**src/rtl/shift_add_mul_seq.sv**
```systemverilog
`timescale 1ns/1ps
// shift_add_mul_seq: sequential unsigned multiplier. One adder and one
// left-by-1 shifter are reused over WIDTH cycles to build a 2*WIDTH-bit
// product. Operands enter through a valid/ready handshake, and the result
// leaves through a second valid/ready handshake.
module shift_add_mul_seq #(
  parameter int WIDTH = 4
) (
  input  logic                 clk,
  input  logic                 rst,
  input  logic                 in_valid,
  output logic                 in_ready,
  input  logic [WIDTH-1:0]     a,
  input  logic [WIDTH-1:0]     b,
  output logic                 out_valid,
  input  logic                 out_ready,
  output logic [2*WIDTH-1:0]   product,
  output logic                 busy
);

  localparam int PW = 2 * WIDTH;
  localparam int CW = $clog2(WIDTH) + 1;

  typedef enum logic [1:0] {
    ST_IDLE = 2'd0,
    ST_RUN  = 2'd1,
    ST_DONE = 2'd2
  } state_t;

  state_t          state_r;
  state_t          state_next_s;
  logic [PW-1:0]   mcand_r;
  logic [PW-1:0]   acc_r;
  logic [PW-1:0]   acc_sum_s;
  logic [WIDTH-1:0] mplr_r;
  logic [CW-1:0]   cnt_r;
  logic            last_s;

  // The final RUN edge is the one where the counter has reached WIDTH-1.
  assign last_s = (cnt_r == CW'(WIDTH - 1));

  // Add the shifted multiplicand when the current multiplier bit is set.
  always_comb begin
    acc_sum_s = acc_r;
    if (mplr_r[0]) begin
      acc_sum_s = acc_r + mcand_r;
    end else begin
      acc_sum_s = acc_r;
    end
  end

  // Next-state logic for the IDLE -> RUN -> DONE -> IDLE sequence.
  always_comb begin
    state_next_s = state_r;
    case (state_r)
      ST_IDLE: begin
        if (in_valid) begin
          state_next_s = ST_RUN;
        end else begin
          state_next_s = ST_IDLE;
        end
      end
      ST_RUN: begin
        if (last_s) begin
          state_next_s = ST_DONE;
        end else begin
          state_next_s = ST_RUN;
        end
      end
      ST_DONE: begin
        if (out_ready) begin
          state_next_s = ST_IDLE;
        end else begin
          state_next_s = ST_DONE;
        end
      end
      default: begin
        state_next_s = ST_IDLE;
      end
    endcase
  end

  // State register; reset aborts any operation in flight.
  always_ff @(posedge clk) begin
    if (rst) begin
      state_r <= ST_IDLE;
    end else begin
      state_r <= state_next_s;
    end
  end

  // Handshake and status outputs are registered copies of the next state.
  always_ff @(posedge clk) begin
    if (rst) begin
      in_ready  <= 1'b1;
      out_valid <= 1'b0;
      busy      <= 1'b0;
    end else begin
      in_ready  <= (state_next_s == ST_IDLE);
      out_valid <= (state_next_s == ST_DONE);
      busy      <= (state_next_s == ST_RUN);
    end
  end

  // Shift-add datapath: load on accept, one partial product per RUN edge.
  always_ff @(posedge clk) begin
    if (rst) begin
      mcand_r <= {PW{1'b0}};
      mplr_r  <= {WIDTH{1'b0}};
      acc_r   <= {PW{1'b0}};
      cnt_r   <= {CW{1'b0}};
    end else begin
      case (state_r)
        ST_IDLE: begin
          if (in_valid) begin
            mcand_r <= {{WIDTH{1'b0}}, a};
            mplr_r  <= b;
            acc_r   <= {PW{1'b0}};
            cnt_r   <= {CW{1'b0}};
          end
        end
        ST_RUN: begin
          acc_r   <= acc_sum_s;
          mcand_r <= {mcand_r[PW-2:0], 1'b0};
          mplr_r  <= {1'b0, mplr_r[WIDTH-1:1]};
          cnt_r   <= cnt_r + CW'(1);
        end
        default: begin
        end
      endcase
    end
  end

  // Product is captured on the last RUN edge and held until the next one.
  always_ff @(posedge clk) begin
    if (rst) begin
      product <= {PW{1'b0}};
    end else if ((state_r == ST_RUN) && last_s) begin
      product <= acc_sum_s;
    end
  end

endmodule

```
**config.mk**
```make
export PLATFORM = sky130hd
export DESIGN_NAME = shift_add_mul_seq
export DESIGN_NICKNAME = d
export VERILOG_FILES = /design/src/rtl/shift_add_mul_seq.sv
export SDC_FILE = /design/constraint.sdc
export NUM_CORES = 1
export LEC_CHECK = 0
export ABC_AREA = 1
export BUFFER_PORTS_ARGS = -buffer_cell sky130_fd_sc_hd__buf_2
export CORE_MARGIN = 4
export CORE_UTILIZATION = 43
export CTS_CLUSTER_SIZE = 16
export DETAILED_ROUTE_END_ITERATION = 8
export GPL_TIMING_DRIVEN = 0
export PLACE_DENSITY = 0.62
export SLEW_MARGIN = 25
export SYNTH_ARGS = -nofsm -noshare
export SYNTH_HDL_FRONTEND = slang
export SYNTH_SLANG_ARGS = --single-unit
```
**constraint.sdc**
```tcl
create_clock -name clk -period 1.7 [get_ports clk]
set_clock_uncertainty 0.05 [all_clocks]
set_input_delay 0.255 -clock clk [delete_from_list [all_inputs] [get_ports clk]]
set_output_delay 0.255 -clock clk [all_outputs]
set_load 0.01 [all_outputs]
```
==> results of run 1 <==
[worst paths after layout]
kind	startpoint	end	slack (ps)	depth (start not counted)
setup / recovery	mcand_r[0]$_SDFFE_PP0P_	product[6]$_SDFFE_PP0P_	30	12
hold / removal	rst	state_r[0]$_SDFF_PP0_	170	2
setup reg to reg	mcand_r[0]$_SDFFE_PP0P_	product[6]$_SDFFE_PP0P_	30	12
hold reg to reg	product[1]$_SDFFE_PP0P_	product[1]$_SDFFE_PP0P_	410	2
[power by group]
group | total (W) | internal (W) | switching, W | leakage [nW]
sequential | 0.000914 | 0.000881 | 0.0000326 | 0.295
clock | 0.000621 | 0.000323 | 0.000298 | 0.0510
combinational | 0.000290 | 0.000112 | 0.000178 | 0.635
total | 0.00182 | 0.00132 | 0.000509 | 0.981
[flip-flops by register name, summed over array words and instances (netlist names)]
signal	flops
out_valid	1
mplr_r	4
in_ready	1
acc_r	8
state_r	2
mcand_r	8
cnt_r	3
product	8
busy	1
[through the flow]
stage	cell area (sq um)	setup slack (ps)	cells
after floorplan	1840	35.3	245
after global placement	2010	-136	317
after detailed placement	2010	-162	317
after CTS	2130	17.8	325
after global routing	2200	-95.5	326
final	2200	26.4	326
[Yosys cell counts (all sizes together)]
cell and number:
clkbuf 3, or2 5, ha 9, nand2 80, xnor2 1, nor2 7
a31oi 8, a211oi 2, o21ai 11, o21bai 2, inv 25, buf 6
a21oi 24, dfxtp 36, o21a 4, fa 1, nand3 18, nand3b 3
[what timing repair did]
item,CTS,global route
resized for setup,7,13
setup endpoints to repair,6,10
pin swaps,0,2
buffers inserted,0,1
[final cells by class]
| class | instances | area (sq um) | area share [%] |
|---|---|---|---|
| clock inverter | 2 | 10.0 | 0.455 |
| clock buffer | 6 | 82.6 | 3.76 |
| timing repair buffer | 23 | 118 | 5.35 |
| buffer | 9 | 60.1 | 2.73 |
| multi-input combinational | 175 | 1040 | 47.2 |
| inverter | 25 | 101 | 4.61 |
| sequential | 36 | 727 | 33.1 |
| tap | 50 | 62.6 | 2.85 |
[layer usage]
metal,track usage (%),up-vias,wire (microns)
met1,22.4,731,2000
met4,5.43,0,75
met2,26.8,34,1860
li1,-,863,-
met5,0,-,0
met3,4.10,9,212
[critical path: stages (launching register included)]
cell	delay, ps
dfxtp_4	360
ha_4	160
fa_2	350
nand2_2	100
nand3_4	80
nand3_2	80
nand2_1	50
nand2_1	70
nand3_2	70
nand2_1	70
nand2_1	50
nand2_1	50
inv_1	30
[kinds of logic after synthesis]
| kind of cell | synth area share [%] |
|---|---|
| buffers and inverters | 8.79 |
| AOI/OAI and AO/OA | 16.3 |
| adders and majority gates | 7.22 |
| DFF | 39.2 |
| and+or+nand+nor | 28.0 |
| xor gates and xnor gates | 0.477 |
==> flow_summary.json, run 1 <==
{
  "cts_hold_buf": 0,
  "cts-root-buf": "clkbuf_8",
  "period_share_pct": 98.4,
  "worstMarginPinSlew_ps": 533,
  "netlist_area_sq_um": 1840,
  "grt_max_degree": 12,
  "cts.clk_slew.worst_paths_ps": 70,
  "cts_buffers": 5,
  "yosys_warnings": 0,
  "clk_path_buf_depth": 2,
  "overflow": 0,
  "arrival_ps": 1810,
  "power_density_nw_per_um2": 830,
  "vias": 1637,
  "final_util_pct": 54.2,
  "first_iter_violations": 47,
  "cts.sinks": 36,
  "whs_ps": 166,
  "crit_path_start_kind": "flop",
  "std_cell_rows": 23,
  "synth.area.top_cells": "dfxtp_1, nand2_1, a21oi_1",
  "wl_microns": 4140,
  "gp_routability_congestion": 0.828,
  "dieArea_sq_um": 5380,
  "syn_nets": 267,
  "viasPerCell": 5.02,
  "drc": 0,
  "synth_top_area_share_pct": 39.2,
  "layout_min_cycle_time_ps": 1670,
  "die_y_microns": 73.4,
  "drv_cap": 0,
  "grt_pass1_wl_microns": 6970,
  "synth_area_per_cell_sq_um": 7.50,
  "slew_headroom_pct": 64.5,
  "ys_ff_latch": 36,
  "core-area_sq_um": 4060,
  "synth-seq-area-share_pct": 39.2,
  "syn2layout_area_growth_pct": 19.7,
  "place_hpwl_microns": 2960,
  "power.total_w": 0.00182,
  "antenna_found_initial": 0,
  "setup_violations": 0,
  "cts_tree": "yes",
  "max_freq_mhz": 598,
  "vdd_drop_max_mv": 0.509,
  "n_fill_cell": 413,
  "worstSetupEndpointType": "flop",
  "synthCells": 245,
  "drive_above_1_share_pct": 24.3,
  "crit_type": "flop to flop",
  "leakage_nw": 0.981,
  "final_nets": 297,
  "yosys.area.top_type": "dfxtp_1",
  "grt_pass1_vias": 1494,
  "synth_cell_types": 29,
  "grtUsageTotal_pct": 16.9,
  "die_w_microns": 73.4,
  "rsz0062_at_grt": "yes",
  "outcome": "completed",
  "initial_utilization_pct": 45.3,
  "cp.required_ps": 1840,
  "hold_path_class": "input port to flop",
  "ioPinCount": 23,
  "first_pass_iters": 4,
  "path_max_fanout": 3,
  "clock_latency_ps": 290,
  "ctsHtreeMaxLevel": 2,
  "setup_tns_ps": 0,
  "wl_per_cell_microns": 12.7,
  "ant_nets": 0,
  "final_cell_mix": "nand2_1, dfxtp_1, buf_2",
  "finalMaxSlewViolations": 0,
  "finalHoldViolCount": 0,
  "diodes": 0,
  "final_common_cell": "nand2_1",
  "port_buffers": 22
}
(Power assumes the default switching activity.)
==> run 2: changes to the inputs <==
--- a/config.mk
+++ b/config.mk
@@ -7,7 +7,7 @@
 export LEC_CHECK = 0
 export ABC_AREA = 1
 export BUFFER_PORTS_ARGS = -buffer_cell sky130_fd_sc_hd__buf_2
-export CORE_MARGIN = 4
+export CORE_MARGIN = 5
 export CORE_UTILIZATION = 43
 export CTS_CLUSTER_SIZE = 16
 export DETAILED_ROUTE_END_ITERATION = 8
==> constraint.sdc (replaced) <==
create_clock -name clk -period 1.7 [get_ports clk]
set_clock_uncertainty 0.05 [all_clocks]
set_input_delay 0.255 -clock clk [delete_from_list [all_inputs] [get_ports clk]]
set_output_delay 0.255 -clock clk [all_outputs]
set_load 0.1 [all_outputs]
==> flow_summary.json, run 2 (synthesized netlist as in run 1, its figures left out) <==
{
  "leakage_nw": 0.994,
  "dieArea_sq_um": 5680,
  "outcome": "finished with violations",
  "gp_routability_congestion": 0.814,
  "syn2layout_area_growth_pct": 20.3,
  "wl_per_cell_microns": 13.0,
  "final_nets": 300,
  "grtUsageTotal_pct": 16.4,
  "die_y_microns": 75.4,
  "vdd_drop_max_mv": 0.487,
  "slowest_delay_ps": 360,
  "place_hpwl_microns": 2940,
  "max_freq_mhz": 587,
  "arrival_ps": 1880,
  "power_density_nw_per_um2": 862,
  "r2r_cells": 9,
  "r2r_start": "mcand_r[0]$_SDFFE_PP0P_",
  "cts_buffers": 5,
  "hold_path_class": "input port to flop",
  "cp_slowest_cell": "dfxtp_4",
  "finalMaxSlewViolations": 0,
  "worstPathCellList": "ha_4, fa_2, nand2_2, nand3_2, nand2_1, nand2_1, a31oi_2, nand2_1, a21oi_1",
  "cts.clk_slew.worst_paths_ps": 70,
  "hp-start": "rst",
  "slew_headroom_pct": 62.9,
  "clock_latency_ps": 300,
  "crit_path_start_kind": "flop",
  "ctsHtreeMaxLevel": 2,
  "cts.sinks": 36,
  "power.total_w": 0.00190,
  "sequentialPowerShare_pct": 47.9,
  "switching_share_pct": 28.9,
  "first_pass_iters": 5,
  "reg_top3": "acc_r (8), mcand_r (8), product (8)",
  "vias": 1657,
  "die_w_microns": 75.4,
  "core-area_sq_um": 4060,
  "path_max_fanout": 3,
  "grt_pass1_vias": 1581,
  "crit_path_frequent_cell": "nand2_1",
  "clockPowerShare_pct": 35.2,
  "drc": 0,
  "combPwrFrac_pct": 16.9,
  "std_cell_rows": 23,
  "final_util_pct": 54.5,
  "cts-root-buf": "clkbuf_8",
  "crit_type": "flop to flop",
  "finalHoldViolCount": 0,
  "setup_violations": 1,
  "p_int_w": 0.00135,
  "clk_path_buf_depth": 2,
  "viasPerCell": 5.05,
  "diodes": 0,
  "initial_utilization_pct": 45.3,
  "antenna_found_initial": 0,
  "reg2reg_slack_ps": -4,
  "violations": "setup timing",
  "ant_nets": 0,
  "worstMarginPinSlew_ps": 557,
  "hold_depth": 2,
  "drive_above_1_share_pct": 23.7,
  "layout_min_cycle_time_ps": 1700,
  "reg2reg_to": "acc_r[4]$_SDFFE_PP0P_",
  "hold_end": "state_r[1]$_SDFF_PP0_",
  "wl_microns": 4260,
  "final_common_cell": "nand2_1",
  "worstSetupEndpointType": "flop",
  "final_cell_mix": "nand2_1, dfxtp_1, buf_2",
  "drv_cap": 0,
  "port_buffers": 22,
  "grt_max_degree": 11,
  "rsz0062_at_grt": "yes",
  "cp.required_ps": 1880,
  "setup_ws_ps": -3.77,
  "period_share_pct": 100,
  "ioPinCount": 23,
  "p_sw_w": 0.000550,
  "first_iter_violations": 65,
  "overflow": 0,
  "cts_tree": "yes",
  "grt_pass1_wl_microns": 6980
}
-- run 2: area by class of cell --
cell class / count / area [sq um]
repair buffers: 26 / 140
fillers: 410 / 1850
multi-input cells: 175 / 1020
clock buffers: 7 / 96.3
inverters: 25 / 101
well taps: 50 / 62.6
flip-flops and latches: 36 / 727
plain buffers: 9 / 60.1
-- run 2: how the worst max path moves through the flow --
stage                             from                      end  slack, ps  depth (start not counted)
3_5_place_dp   mcand_r[0]$_SDFFE_PP0P_  product[6]$_SDFFE_PP0P_       -180                         12
6_report       mcand_r[0]$_SDFFE_PP0P_    acc_r[4]$_SDFFE_PP0P_         -4                          9
3_3_place_gp   mcand_r[0]$_SDFFE_PP0P_  product[6]$_SDFFE_PP0P_       -130                         12
2_1_floorplan  mcand_r[0]$_SDFFE_PP0P_  product[6]$_SDFFE_PP0P_         40                         12
5_1_grt        mcand_r[0]$_SDFFE_PP0P_  product[6]$_SDFFE_PP0P_        -80                         12
4_1_cts        mcand_r[0]$_SDFFE_PP0P_  product[6]$_SDFFE_PP0P_         -3                         12
-- run 2: critical path, delay by kind of cell (launching register included) --
kind	cells	cell delay, ps
compound gates	2	310
fa+ha+maj	2	520
flops	1	360
simple gates	5	390
-- run 2: power groups by stage --
stage          Combinational [W]  Sequential, W  Clock, W
3_5_place_dp            0.000307       0.000928         0
3_3_place_gp            0.000304       0.000929         0
6_report                0.000323       0.000912  0.000669
4_1_cts                 0.000315       0.000910  0.000683
2_1_floorplan           0.000201       0.000955         0
5_1_grt                 0.000357       0.000917  0.000721
-- run 2: through the flow --
step	hold slack, ps	cells	setup WS, ps	TNS [ps]	area [sq um]
after floorplan	284	245	35.3	0	1840
after global placement	400	317	-131	-306	2010
after detailed placement	402	317	-177	-474	2010
after CTS	149	326	-3.40	-4.04	2160
after global routing	157	328	-83.3	-241	2210
final	149	328	-3.77	-3.77	2210
-- run 2: repair_timing --
action,in CTS,in global routing
hold buffers,0,0
buffers inserted,2,2
gates resized for setup,10,6
setup endpoints to repair,4,10
pin swaps,2,6
-- run 2: metal layers --
| metal | vias to the layer above | track usage, % | routed length, microns |
|---|---|---|---|
| met5 | - | 0 | 0 |
| met4 | 0 | 8.16 | 91 |
| met3 | 9 | 3.56 | 243 |
| met2 | 33 | 27.8 | 1990 |
| met1 | 755 | 19.5 | 1930 |
| li1 | 860 | - | - |
